**src/rtl/mvm_pkg.sv**
```systemverilog
// Shared constants and FSM state type for the matrix-vector sequencer.
package mvm_pkg;
    localparam int LANES       = 8;
    localparam int DOT_LATENCY = 4;
    localparam int FIFO_DEPTH  = 4;
    localparam int FIFO_CW     = $clog2(FIFO_DEPTH + 1);

    typedef enum logic [1:0] {IDLE, ISSUE, DRAIN, FIN} state_t;
endpackage

```
**src/rtl/mvm_seq_if.sv**
```systemverilog
// Memory-read, dot-engine and result-stream signals of mvm_seq.
interface mvm_seq_if #(
    parameter int IWIDTH = 8,
    parameter int OWIDTH = 32,
    parameter int AWIDTH = 10
);
    logic [AWIDTH-1:0]                   mat_raddr;
    logic [mvm_pkg::LANES*IWIDTH-1:0]    mat_rdata;
    logic [AWIDTH-1:0]                   vec_raddr;
    logic [mvm_pkg::LANES*IWIDTH-1:0]    vec_rdata;
    logic [mvm_pkg::LANES*IWIDTH-1:0]    dot_vec0;
    logic [mvm_pkg::LANES*IWIDTH-1:0]    dot_vec1;
    logic                                dot_ivalid;
    logic [OWIDTH-1:0]                   dot_result;
    logic                                dot_ovalid;
    logic [OWIDTH-1:0]                   out_data;
    logic                                out_valid;
    logic                                out_ready;

    modport master (
        output mat_raddr, vec_raddr, dot_vec0, dot_vec1, dot_ivalid, out_data, out_valid,
        input  mat_rdata, vec_rdata, dot_result, dot_ovalid, out_ready
    );
    modport slave (
        input  mat_raddr, vec_raddr, dot_vec0, dot_vec1, dot_ivalid, out_data, out_valid,
        output mat_rdata, vec_rdata, dot_result, dot_ovalid, out_ready
    );
endinterface

```
**src/rtl/mvm_res_fifo.sv**
```systemverilog
// Small result FIFO; push and pop in the same cycle are accepted even when full.
module mvm_res_fifo #(
    parameter int WIDTH = 32,
    parameter int DEPTH = 4,
    parameter int CW    = $clog2(DEPTH + 1)
) (
    input  logic             clk,
    input  logic             rst,
    input  logic             push,
    input  logic [WIDTH-1:0] push_data,
    input  logic             pop,
    output logic [WIDTH-1:0] pop_data,
    output logic             empty,
    output logic [CW-1:0]    count
);
    localparam int PW = (DEPTH > 1) ? $clog2(DEPTH) : 1;

    logic [WIDTH-1:0] mem [DEPTH];
    logic [PW-1:0]    wr_ptr, rd_ptr;
    logic             full, do_push, do_pop;

    function automatic logic [PW-1:0] nxt(input logic [PW-1:0] p);
        return (p == PW'(DEPTH - 1)) ? '0 : p + PW'(1);
    endfunction

    assign empty    = (count == '0);
    assign full     = (count == CW'(DEPTH));
    assign do_pop   = pop && !empty;
    assign do_push  = push && (!full || do_pop);
    assign pop_data = mem[rd_ptr];

    always_ff @(posedge clk)
        if (do_push) mem[wr_ptr] <= push_data;

    always_ff @(posedge clk) begin
        if (rst) begin
            wr_ptr <= '0;
            rd_ptr <= '0;
            count  <= '0;
        end else begin
            if (do_push) wr_ptr <= nxt(wr_ptr);
            if (do_pop)  rd_ptr <= nxt(rd_ptr);
            case ({do_push, do_pop})
                2'b10:   count <= count + CW'(1);
                2'b01:   count <= count - CW'(1);
                default: ;
            endcase
        end
    end
endmodule

```
**src/rtl/mvm_seq.sv**
```systemverilog
// Matrix-vector sequencer: streams chunk reads into an external 8-lane dot engine,
// accumulates per-row sums into a credit-guarded FIFO. Define MVM_SEQ_RELU_EN to clamp negative sums.
module mvm_seq
    import mvm_pkg::*;
#(
    parameter int IWIDTH = 8,
    parameter int OWIDTH = 32,
    parameter int AWIDTH = 10,
    parameter int CWIDTH = 6
) (
    input  logic              clk,
    input  logic              rst,
    input  logic              start,
    input  logic [CWIDTH-1:0] num_rows,
    input  logic [CWIDTH-1:0] num_chunks,
    output logic              busy,
    output logic              done,
    mvm_seq_if.master         bus
);
    state_t state, state_nx;

    logic [CWIDTH-1:0]        rows_q, chunks_q, row_cnt, chunk_cnt, res_chunk;
    logic [AWIDTH-1:0]        addr_cnt;
    logic [FIFO_CW-1:0]       inflight, fifo_cnt;
    logic                     issue, row_first, last_chunk, last_row, credit_ok, res_last;
    logic                     ivalid_q, push, pop, fifo_empty;
    logic signed [OWIDTH-1:0] acc, acc_base, acc_sum, row_sum;
    logic [OWIDTH-1:0]        fifo_dout;

    assign row_first  = (chunk_cnt == '0);
    assign last_chunk = (chunk_cnt == chunks_q - CWIDTH'(1));
    assign last_row   = (row_cnt == rows_q - CWIDTH'(1));
    // Rows already reserved downstream (in the engine or sitting in the FIFO) must leave a free slot.
    assign credit_ok  = ({1'b0, inflight} + {1'b0, fifo_cnt}) < (FIFO_CW + 1)'(FIFO_DEPTH);
    assign issue      = (state == ISSUE) && (!row_first || credit_ok);
    assign res_last   = (res_chunk == chunks_q - CWIDTH'(1));
    assign push       = bus.dot_ovalid && res_last;

    always_comb begin
        acc_base = (res_chunk == '0) ? '0 : acc;
        acc_sum  = acc_base + $signed(bus.dot_result);
`ifdef MVM_SEQ_RELU_EN
        row_sum  = acc_sum[OWIDTH-1] ? '0 : acc_sum;
`else
        row_sum  = acc_sum;
`endif
    end

    always_ff @(posedge clk) begin
        if (rst) state <= IDLE;
        else     state <= state_nx;
    end

    always_comb begin
        state_nx = state;
        busy     = (state != IDLE);
        done     = (state == FIN);
        case (state)
            IDLE:    if (start) state_nx = (num_rows != '0) ? ISSUE : FIN;
            ISSUE:   if (issue && last_chunk && last_row) state_nx = DRAIN;
            DRAIN:   if (inflight == '0 && fifo_empty) state_nx = FIN;
            FIN:     state_nx = IDLE;
            default: state_nx = IDLE;
        endcase
    end

    always_ff @(posedge clk) begin
        if (rst) begin
            rows_q    <= '0;
            chunks_q  <= '0;
            row_cnt   <= '0;
            chunk_cnt <= '0;
            addr_cnt  <= '0;
            res_chunk <= '0;
            inflight  <= '0;
            ivalid_q  <= 1'b0;
            acc       <= '0;
        end else begin
            if (state == IDLE && start) begin
                rows_q    <= num_rows;
                chunks_q  <= num_chunks;
                row_cnt   <= '0;
                chunk_cnt <= '0;
                addr_cnt  <= '0;
            end else if (issue) begin
                addr_cnt <= addr_cnt + AWIDTH'(1);
                if (last_chunk) begin
                    chunk_cnt <= '0;
                    row_cnt   <= row_cnt + CWIDTH'(1);
                end else begin
                    chunk_cnt <= chunk_cnt + CWIDTH'(1);
                end
            end
            ivalid_q <= issue;
            case ({issue && row_first, push})
                2'b10:   inflight <= inflight + FIFO_CW'(1);
                2'b01:   inflight <= inflight - FIFO_CW'(1);
                default: ;
            endcase
            if (bus.dot_ovalid) begin
                acc       <= acc_sum;
                res_chunk <= res_last ? '0 : res_chunk + CWIDTH'(1);
            end
        end
    end

    assign bus.mat_raddr  = addr_cnt;
    assign bus.vec_raddr  = AWIDTH'(chunk_cnt);
    assign bus.dot_vec0   = bus.mat_rdata;
    assign bus.dot_vec1   = bus.vec_rdata;
    assign bus.dot_ivalid = ivalid_q;
    assign bus.out_valid  = !fifo_empty;
    assign bus.out_data   = fifo_dout;
    assign pop            = bus.out_valid && bus.out_ready;

    mvm_res_fifo #(
        .WIDTH (OWIDTH),
        .DEPTH (FIFO_DEPTH),
        .CW    (FIFO_CW)
    ) u_fifo (
        .clk       (clk),
        .rst       (rst),
        .push      (push),
        .push_data (row_sum),
        .pop       (pop),
        .pop_data  (fifo_dout),
        .empty     (fifo_empty),
        .count     (fifo_cnt)
    );
endmodule

```
**src/flat_wrapper.sv**
```systemverilog
// flat-port wrapper written by rule: the top's interface ports become plain ports
module mvm_seq_flat import mvm_pkg::*;
#(
    parameter int IWIDTH = 8,
    parameter int OWIDTH = 32,
    parameter int AWIDTH = 10,
    parameter int CWIDTH = 6
)
  (clk, rst, start, num_rows, num_chunks, busy, done, bus_mat_raddr, bus_vec_raddr, bus_dot_vec0, bus_dot_vec1, bus_dot_ivalid, bus_out_data, bus_out_valid, bus_mat_rdata, bus_vec_rdata, bus_dot_result, bus_dot_ovalid, bus_out_ready);
  mvm_seq_if #(.IWIDTH(IWIDTH), .OWIDTH(OWIDTH), .AWIDTH(AWIDTH)) bus_i ();
  input  logic clk;
  input  logic rst;
  input  logic start;
  input  logic [CWIDTH-1:0] num_rows;
  input  logic [CWIDTH-1:0] num_chunks;
  output logic busy;
  output logic done;
  output wire logic [$bits(bus_i.mat_raddr)-1:0] bus_mat_raddr;
  output wire logic [$bits(bus_i.vec_raddr)-1:0] bus_vec_raddr;
  output wire logic [$bits(bus_i.dot_vec0)-1:0] bus_dot_vec0;
  output wire logic [$bits(bus_i.dot_vec1)-1:0] bus_dot_vec1;
  output wire logic [$bits(bus_i.dot_ivalid)-1:0] bus_dot_ivalid;
  output wire logic [$bits(bus_i.out_data)-1:0] bus_out_data;
  output wire logic [$bits(bus_i.out_valid)-1:0] bus_out_valid;
  input wire logic [$bits(bus_i.mat_rdata)-1:0] bus_mat_rdata;
  input wire logic [$bits(bus_i.vec_rdata)-1:0] bus_vec_rdata;
  input wire logic [$bits(bus_i.dot_result)-1:0] bus_dot_result;
  input wire logic [$bits(bus_i.dot_ovalid)-1:0] bus_dot_ovalid;
  input wire logic [$bits(bus_i.out_ready)-1:0] bus_out_ready;
  assign bus_mat_raddr = bus_i.mat_raddr;
  assign bus_vec_raddr = bus_i.vec_raddr;
  assign bus_dot_vec0 = bus_i.dot_vec0;
  assign bus_dot_vec1 = bus_i.dot_vec1;
  assign bus_dot_ivalid = bus_i.dot_ivalid;
  assign bus_out_data = bus_i.out_data;
  assign bus_out_valid = bus_i.out_valid;
  assign bus_i.mat_rdata = bus_mat_rdata;
  assign bus_i.vec_rdata = bus_vec_rdata;
  assign bus_i.dot_result = bus_dot_result;
  assign bus_i.dot_ovalid = bus_dot_ovalid;
  assign bus_i.out_ready = bus_out_ready;
  mvm_seq #(.IWIDTH(IWIDTH), .OWIDTH(OWIDTH), .AWIDTH(AWIDTH), .CWIDTH(CWIDTH)) u_core (.clk(clk), .rst(rst), .start(start), .num_rows(num_rows), .num_chunks(num_chunks), .busy(busy), .done(done), .bus(bus_i));
endmodule
```
**config.mk**
```make
export PLATFORM = sky130hd
export DESIGN_NAME = mvm_seq_flat
export DESIGN_NICKNAME = d
export VERILOG_FILES = /design/src/rtl/mvm_pkg.sv /design/src/rtl/mvm_seq_if.sv /design/src/rtl/mvm_res_fifo.sv /design/src/rtl/mvm_seq.sv /design/src/flat_wrapper.sv
export SDC_FILE = /design/constraint.sdc
export NUM_CORES = 1
export LEC_CHECK = 0
export BUFFER_PORTS_ARGS = -buffer_cell sky130_fd_sc_hd__buf_2
export CAP_MARGIN = 20
export CELL_PAD_IN_SITES_DETAIL_PLACEMENT = 0
export CELL_PAD_IN_SITES_GLOBAL_PLACEMENT = 1
export CORE_ASPECT_RATIO = 0.75
export CORE_MARGIN = 2
export CORE_UTILIZATION = 35
export DETAILED_ROUTE_END_ITERATION = 8
export PLACE_DENSITY = 0.76
export SLEW_MARGIN = 20
export SYNTH_ARGS = -nofsm -noshare
export SYNTH_HDL_FRONTEND = slang
export SYNTH_SLANG_ARGS = --single-unit
export TNS_END_PERCENT = 50
```
**constraint.sdc**
```tcl
create_clock -name clk -period 4.4 [get_ports clk]
set_clock_uncertainty 0.1 [all_clocks]
set_input_delay 0.66 -clock clk [delete_from_list [all_inputs] [get_ports clk]]
set_output_delay 0.66 -clock clk [all_outputs]
set_load 0.005 [all_outputs]
```
# --- After elaboration in Yosys (flattened, before gate mapping) ---
# Memory sizes are Yosys's and may differ from the RTL's. A register that Yosys moved wholly into a read port is not among the register bits.
# Index checks and enable logic that the tools add are counted.
word_totals:
  register_bits: 85
  latchBits: 0
  ramBits: 128
  rom_bits: 0
  in_bits: 177
  out_inout_bits: 184
  n_memories: 1
classes:
  n_addsub: 14
  multipliers: 0
  div_mod_pow: 0
  order_cmp: 1
  eq_ne: 16
  shift: 0
  mux: 16
  bitwise_logic: 0
  n_reduce_logical: 27
mem_list:
  columns: ["memory", "words", "word_bits", "rd", "rd_ports_with_merged_regs", "wr", "line", "source"]
  rows:
  - ["u_core.u_fifo.mem", 4, 32, 1, 1, 1, "mvm_res_fifo.sv:18", "logic [WIDTH-1:0] mem [DEPTH];"]
ops:
  columns: ["cell", "count"]
  rows:
  - ["32-bit adder", 1]
  - ["32-bit 2-to-1 mux", 1]
  - ["6-bit by 1-bit adder with 6-bit output, second input constant", 3]
  - ["6-bit equality test", 3]
  - ["2-bit 2-to-1 mux", 8]
  - ["2-bit equality test, second input constant", 6]
  - ["6-bit zero test", 2]
  - ["6-bit 2-to-1 mux", 2]
  - ["3-bit one-hot mux with 2 select lines", 2]
  - ["6-bit by 1-bit subtractor with 6-bit output, second input constant", 2]
  - ["10-bit by 1-bit adder with 10-bit output, second input constant", 1]
  - ["1-bit logical AND", 10]
  - ["2-bit one-hot mux with 4 select lines", 1]
  - ["3-bit by 1-bit adder with 3-bit output, second input constant", 2]
  - ["2-bit by 1-bit equality test with 1-bit output, second input constant", 3]
  - ["3-bit zero test", 2]
  - ["2-bit nonzero test", 3]
  - ["6-bit nonzero test", 1]
  - ["3-bit by 1-bit subtractor with 3-bit output, second input constant", 2]
  - ["2-bit by 1-bit adder with 2-bit output, second input constant", 2]
  - ["3-bit by 3-bit adder with 4-bit output", 1]
  - ["4-bit by 3-bit < comparator with 1-bit output, second input constant", 1]
  - ["2-bit inequality test, second input constant", 2]
  - ["3-bit equality test, second input constant", 1]
  - ["other kinds (8)", 12]

# --- Depth between registers and ports, before layout ---
logic_depth:
  depth_word: 8
  ltp_mapped: 15
  mapped_depth_nobuf: 14

# --- Modules after synthesis ---
# Synthesis repeated with hierarchy kept, for this count alone.
unflattened:
  hier_cells: 1091
  area_unflattened_um2: 11936.4
by_module_without_submodules:
  columns: ["module", "instances", "cells_each", "area_per_inst_um2", "seq_area_each_um2"]
  rows:
  - ["mvm_seq", 1, 867, 6826.5, 1561.5]
  - ["mvm_res_fifo", 1, 224, 5109.9, 4023.9]

# --- Worst setup path after synthesis ---
# No wires, ideal clock.
synth_timing:
  kind: "reg-to-reg"
  start: "reg u_core.res_chunk[0]"
  end: "mem u_core.u_fifo.mem[0][30] (data pin)"
  setup_time_ns: 0.273
  t_arrival_ns: 3.179
  required_time_ns: 4.027
  path_slack_ns: 0.848
  stages_incl_launch_ff: 16
  period_less_slack_ns: 3.552
  path_cell_list: "dfxtp_1 inv_1 ha_1 nand2b_1 nor4_1 clkbuf_1 nor2b_1 ha_1 fa_1 a21oi_1 o21ai_0 a21oi_1 o211a_1 o31ai_1 nor3b_1 xnor2_1"
synth_via:
  elab_chain_len: 3
synth_lines:
  columns: ["element", "line", "source"]
  rows:
  - ["start, declared", "mvm_seq.sv:22", "logic [CWIDTH-1:0] rows_q, chunks_q, row_cnt, chunk_cnt, res_chunk;"]
  - ["start signal, assigned", "mvm_seq.sv:102", "res_chunk <= res_last ? '0 : res_chunk + CWIDTH'(1);"]
  - ["6-bit zero test", "mvm_seq.sv:40", "acc_base = (res_chunk == '0) ? '0 : acc;"]
  - ["32-bit 2-to-1 mux", "mvm_seq.sv:40", null]
  - ["32-bit adder", "mvm_seq.sv:41", "acc_sum = acc_base + $signed(bus.dot_result);"]
  - ["named net u_core.acc_sum[30]", "mvm_seq.sv:27", "logic signed [OWIDTH-1:0] acc, acc_base, acc_sum, row_sum;"]
  - ["end, declared", "mvm_res_fifo.sv:18", null]
# The timed path passes the listed nets, and every way through them passes these cells.

# --- Worst setup path after layout ---
layout_timing:
  start: "reg u_core.res_chunk[0]"
  end: "reg u_core.acc[25]"
layout_via:
  elab_chain_len: 3
layout_lines:
  columns: ["element", "line", "source"]
  rows:
  - ["6-bit zero test", "mvm_seq.sv:40", null]
  - ["32-bit 2-to-1 mux", "mvm_seq.sv:40", null]
  - ["32-bit adder", "mvm_seq.sv:41", null]
  - ["named net u_core.acc_sum[25]", "mvm_seq.sv:27", null]
  - ["end signal, assigned", "mvm_seq.sv:101", "acc <= acc_sum;"]
  - ["end, declared", "mvm_seq.sv:27", null]
# The timed path passes the listed nets, and every way through them passes these cells.
# A chain may end at the register's enable or synchronous reset.

==> impl_metrics.json <==
{
  "place_congestion": 0.855,
  "clkLatencyLatePin_ns": 0.52,
  "hpwl_mm": 20.2,
  "critPathLaunchType": "flop",
  "clock-sinks": 215,
  "vias_per_cell": 5.09,
  "grt_pass1_wl_mm": 42.4,
  "critPathArrivalTime_ns": 4.18,
  "dr.pass1.iters": 4,
  "track_usage_pct": 15.4,
  "synthArstFlopShare_pct": 0,
  "synth-seq-cells": 215,
  "area_delta_synth_final_pct": 6.53,
  "worstMarginPinSlew_ns": 0.651,
  "io_pins": 361,
  "grt_pass1_vias": 7332,
  "synth_cells": 1086,
  "cts_buffers": 24,
  "fin_crit_sh_pct": 86.6,
  "fillers": 3297,
  "die_y_microns": 164,
  "clock.fmax_mhz": 262,
  "grt_start_max_net_pins": 33,
  "finalMaxSlewViolations": 0,
  "rr_startpoint": "u_core.res_chunk[0]",
  "cts.path.max_buffers": 3,
  "synth_edf_count": 128,
  "die_area_sq_mm": 0.0355,
  "hold_end": "u_core.rows_q[5]",
  "reg2reg_to": "u_core.acc[25]",
  "hold_buffers": 0,
  "rows": 58,
  "slew-limit-headroom_pct": 56.6,
  "worst_hold_path_type": "primary input to flop",
  "post_dp_cell_area_sq_mm": 0.0119,
  "fin_area_sq_mm": 0.0127,
  "yosysTopAreaCell": "edfxtp_1",
  "ys_types": 69,
  "placeableCoreArea_sq_mm": 0.0335,
  "status": "completed",
  "critPathMaxStageDelay_ns": 0.46,
  "yosys_warnings": 0,
  "yosys.area.top_type_share_pct": 32.3,
  "routed_wl_mm": 27.8,
  "holdPathStages": 3,
  "rr_worst_depth": 14,
  "synth_ff_type": "edfxtp_1",
  "clk_pin_slew_worst_paths_ns": 0.06,
  "setup_viol": 0,
  "crit_path_top_delay_cell": "a2111o_1",
  "cts_tree": "built",
  "power_density_mw_per_mm2": 446,
  "final_antenna_net_count": 0,
  "crit_fanout": 19,
  "cts_resized": 0,
  "hold_start": "num_rows[5]",
  "avgSynthCellArea_sq_um": 11.0,
  "timing.final.crit_period_ns": 3.81,
  "start_util_pct": 35.5,
  "path_cells": "inv_1 > ha_1 > nand2b_1 > nor4_2 > buf_4 > nor2b_1 > ha_1 > nand2_1 > or3b_1 > a2111o_1 > a31oi_1 > a221oi_1 > xnor2_1 > a22o_1",
  "antenna_found_initial": 2,
  "regArea_sq_mm": 0.00559,
  "die_w_microns": 217,
  "clockRootBuffer": "clkbuf_16",
  "fin_nets": 1278,
  "rsz0062_at_grt": "no",
  "grt-ovfl-total": 0,
  "finalSetupTns_ns": 0,
  "syn_area_sq_mm": 0.0119,
  "post-cts-setup-buffer-count": 0,
  "critPathMostFrequentCell": "ha_1",
  "drive_above_1_share_pct": 18.7,
  "synth_area_leaders": "edfxtp_1 32%, dfxtp_1 15%, buf_4 8.6%",
  "hold_viol": 0,
  "multiInputGateArea_sq_mm": 0.00501,
  "port_buffers": 100,
  "ys_seq_area_share_pct": 47.0,
  "r2r_slack_ns": 0.59,
  "leakage_nw": 4.80,
  "cp.required_ns": 4.77,
  "drv_cap": 0,
  "dr.first_iter.drc_count": 499,
  "holdWs_ns": 0.279,
  "via_count": 7707,
  "htreeDepth": 1,
  "drcViolationCount": 0,
  "worstSetupPathType": "flop to flop",
  "cp-end-kind": "flop",
  "ir_drop_uv": 284,
  "post_drt_wl_per_cell_microns": 18.3
}
## critical path: cells and delay by family (launching register included)
| family | cells | cell delay (ns) |
|---|---|---|
| and+or+nand+nor | 5 | 0.78 |
| adders and majority gates | 2 | 0.49 |
| xor gates and xnor gates | 1 | 0.37 |
| AOI/OAI and AO/OA | 4 | 1.26 |
| DFF | 1 | 0.36 |
| buffers and inverters | 2 | 0.37 |
## worst max-delay path by stage
stage	from	to	depth (start not counted)
floorplan	u_core.res_chunk[0]	u_core.u_fifo.mem[0][30]	15
global placement	u_core.res_chunk[0]	u_core.acc[25]	14
detailed placement	u_core.res_chunk[0]	u_core.acc[25]	14
CTS	u_core.res_chunk[0]	u_core.acc[25]	14
global route	u_core.res_chunk[0]	u_core.u_fifo.mem[2][25]	13
finish	u_core.res_chunk[0]	u_core.acc[25]	14
## power by group
group	internal, W	total (W)	switching (W)
registers	0.00226	0.00239	0.000124
logic	0.000572	0.00126	0.000692
clock network	0.00119	0.00200	0.000807
## cells by family after synthesis
kind of cell               Yosys count  share of synthesized area, %
DFF                                215                          47.0
AOI/OAI and AO/OA                  169                          9.26
and+or+nand+nor                    302                          12.9
adders and majority gates           55                          5.98
other                                1                        0.0315
xor gates and xnor gates            78                          5.98
buffers and inverters              214                          11.1
muxes                               52                          7.81
## layout make-up
class	count	share of cell area [%]
sequential	215	44.1
multi-input combinational	660	39.5
clock buffer	33	5.33
timing repair buffer	116	4.90
tap	450	4.44
inverter	29	0.859
clock inverter	10	0.830
antenna	1	0.0198
## layout by cell type (no fill, tap or decap), drive strengths merged, types with 4 or more instances in the layout
master	count
edfxtp	128
buf	116
dfxtp	87
nor2	82
nand2	80
a21oi	64
ha	52
xor2	39
xnor2	37
nor2b	34
clkbuf	33
mux4	32
inv	32
o21ai	27
nand3	26
mux2i	17
a22o	16
nand4	15
nor3	14
and3	11
a21o	11
o21bai	10
and2	9
a31oi	7
nor4	7
or3	5
nor3b	5
clkinv	5
and4	4
conb	4
## Yosys cell counts, types with 28 or more instances
library cell,number
dfxtp_1,87
nor2b_1,34
nand2_1,80
a21oi_1,64
ha_1,52
xnor2_1,37
xor2_1,39
mux4_2,32
edfxtp_1,128
buf_4,136
nor2_1,82
inv_1,28
clkbuf_1,41
## sequential cells by signal, summed over array words and instances, names as in the netlist, named ones only
name / cells
u_core.u_fifo.mem: 128
u_core.acc: 32
u_core.bus.mat_raddr: 10
u_core.chunk_cnt: 6
u_core.chunks_q: 6
u_core.res_chunk: 6
u_core.row_cnt: 6
u_core.rows_q: 6
u_core.inflight: 3
u_core.u_fifo.count: 3
u_core.state: 2
u_core.u_fifo.rd_ptr: 2
u_core.u_fifo.wr_ptr: 2
u_core.bus.dot_ivalid: 1
## stage by stage
stage / power, W / util [%] / cells / setup slack [ns]
floorplan: 0.00340 / - / 1089 / 0.848
global placement: 0.00369 / 35.5 / 1470 / 0.666
detailed placement: 0.00371 / 35.5 / 1470 / 0.602
CTS: 0.00573 / 37.8 / 1513 / 0.593
global route: 0.00594 / 37.8 / 1514 / 0.286
finish: 0.00565 / 37.8 / 1514 / 0.588
## routing by layer
layer | share of wire [%] | global-route usage [%] | routed length [microns] | vias to the layer above
li1 | - | - | - | 3664
met4 | 2.1 | 4.11 | 576 | 2
met2 | 42 | 22.3 | 11700 | 260
met1 | 48 | 22.2 | 13400 | 3740
met3 | 7.3 | 4.75 | 2020 | 41
met5 | 0.13 | 0.833 | 36 | -
No activity file was read; power rests on OpenSTA's default activity.
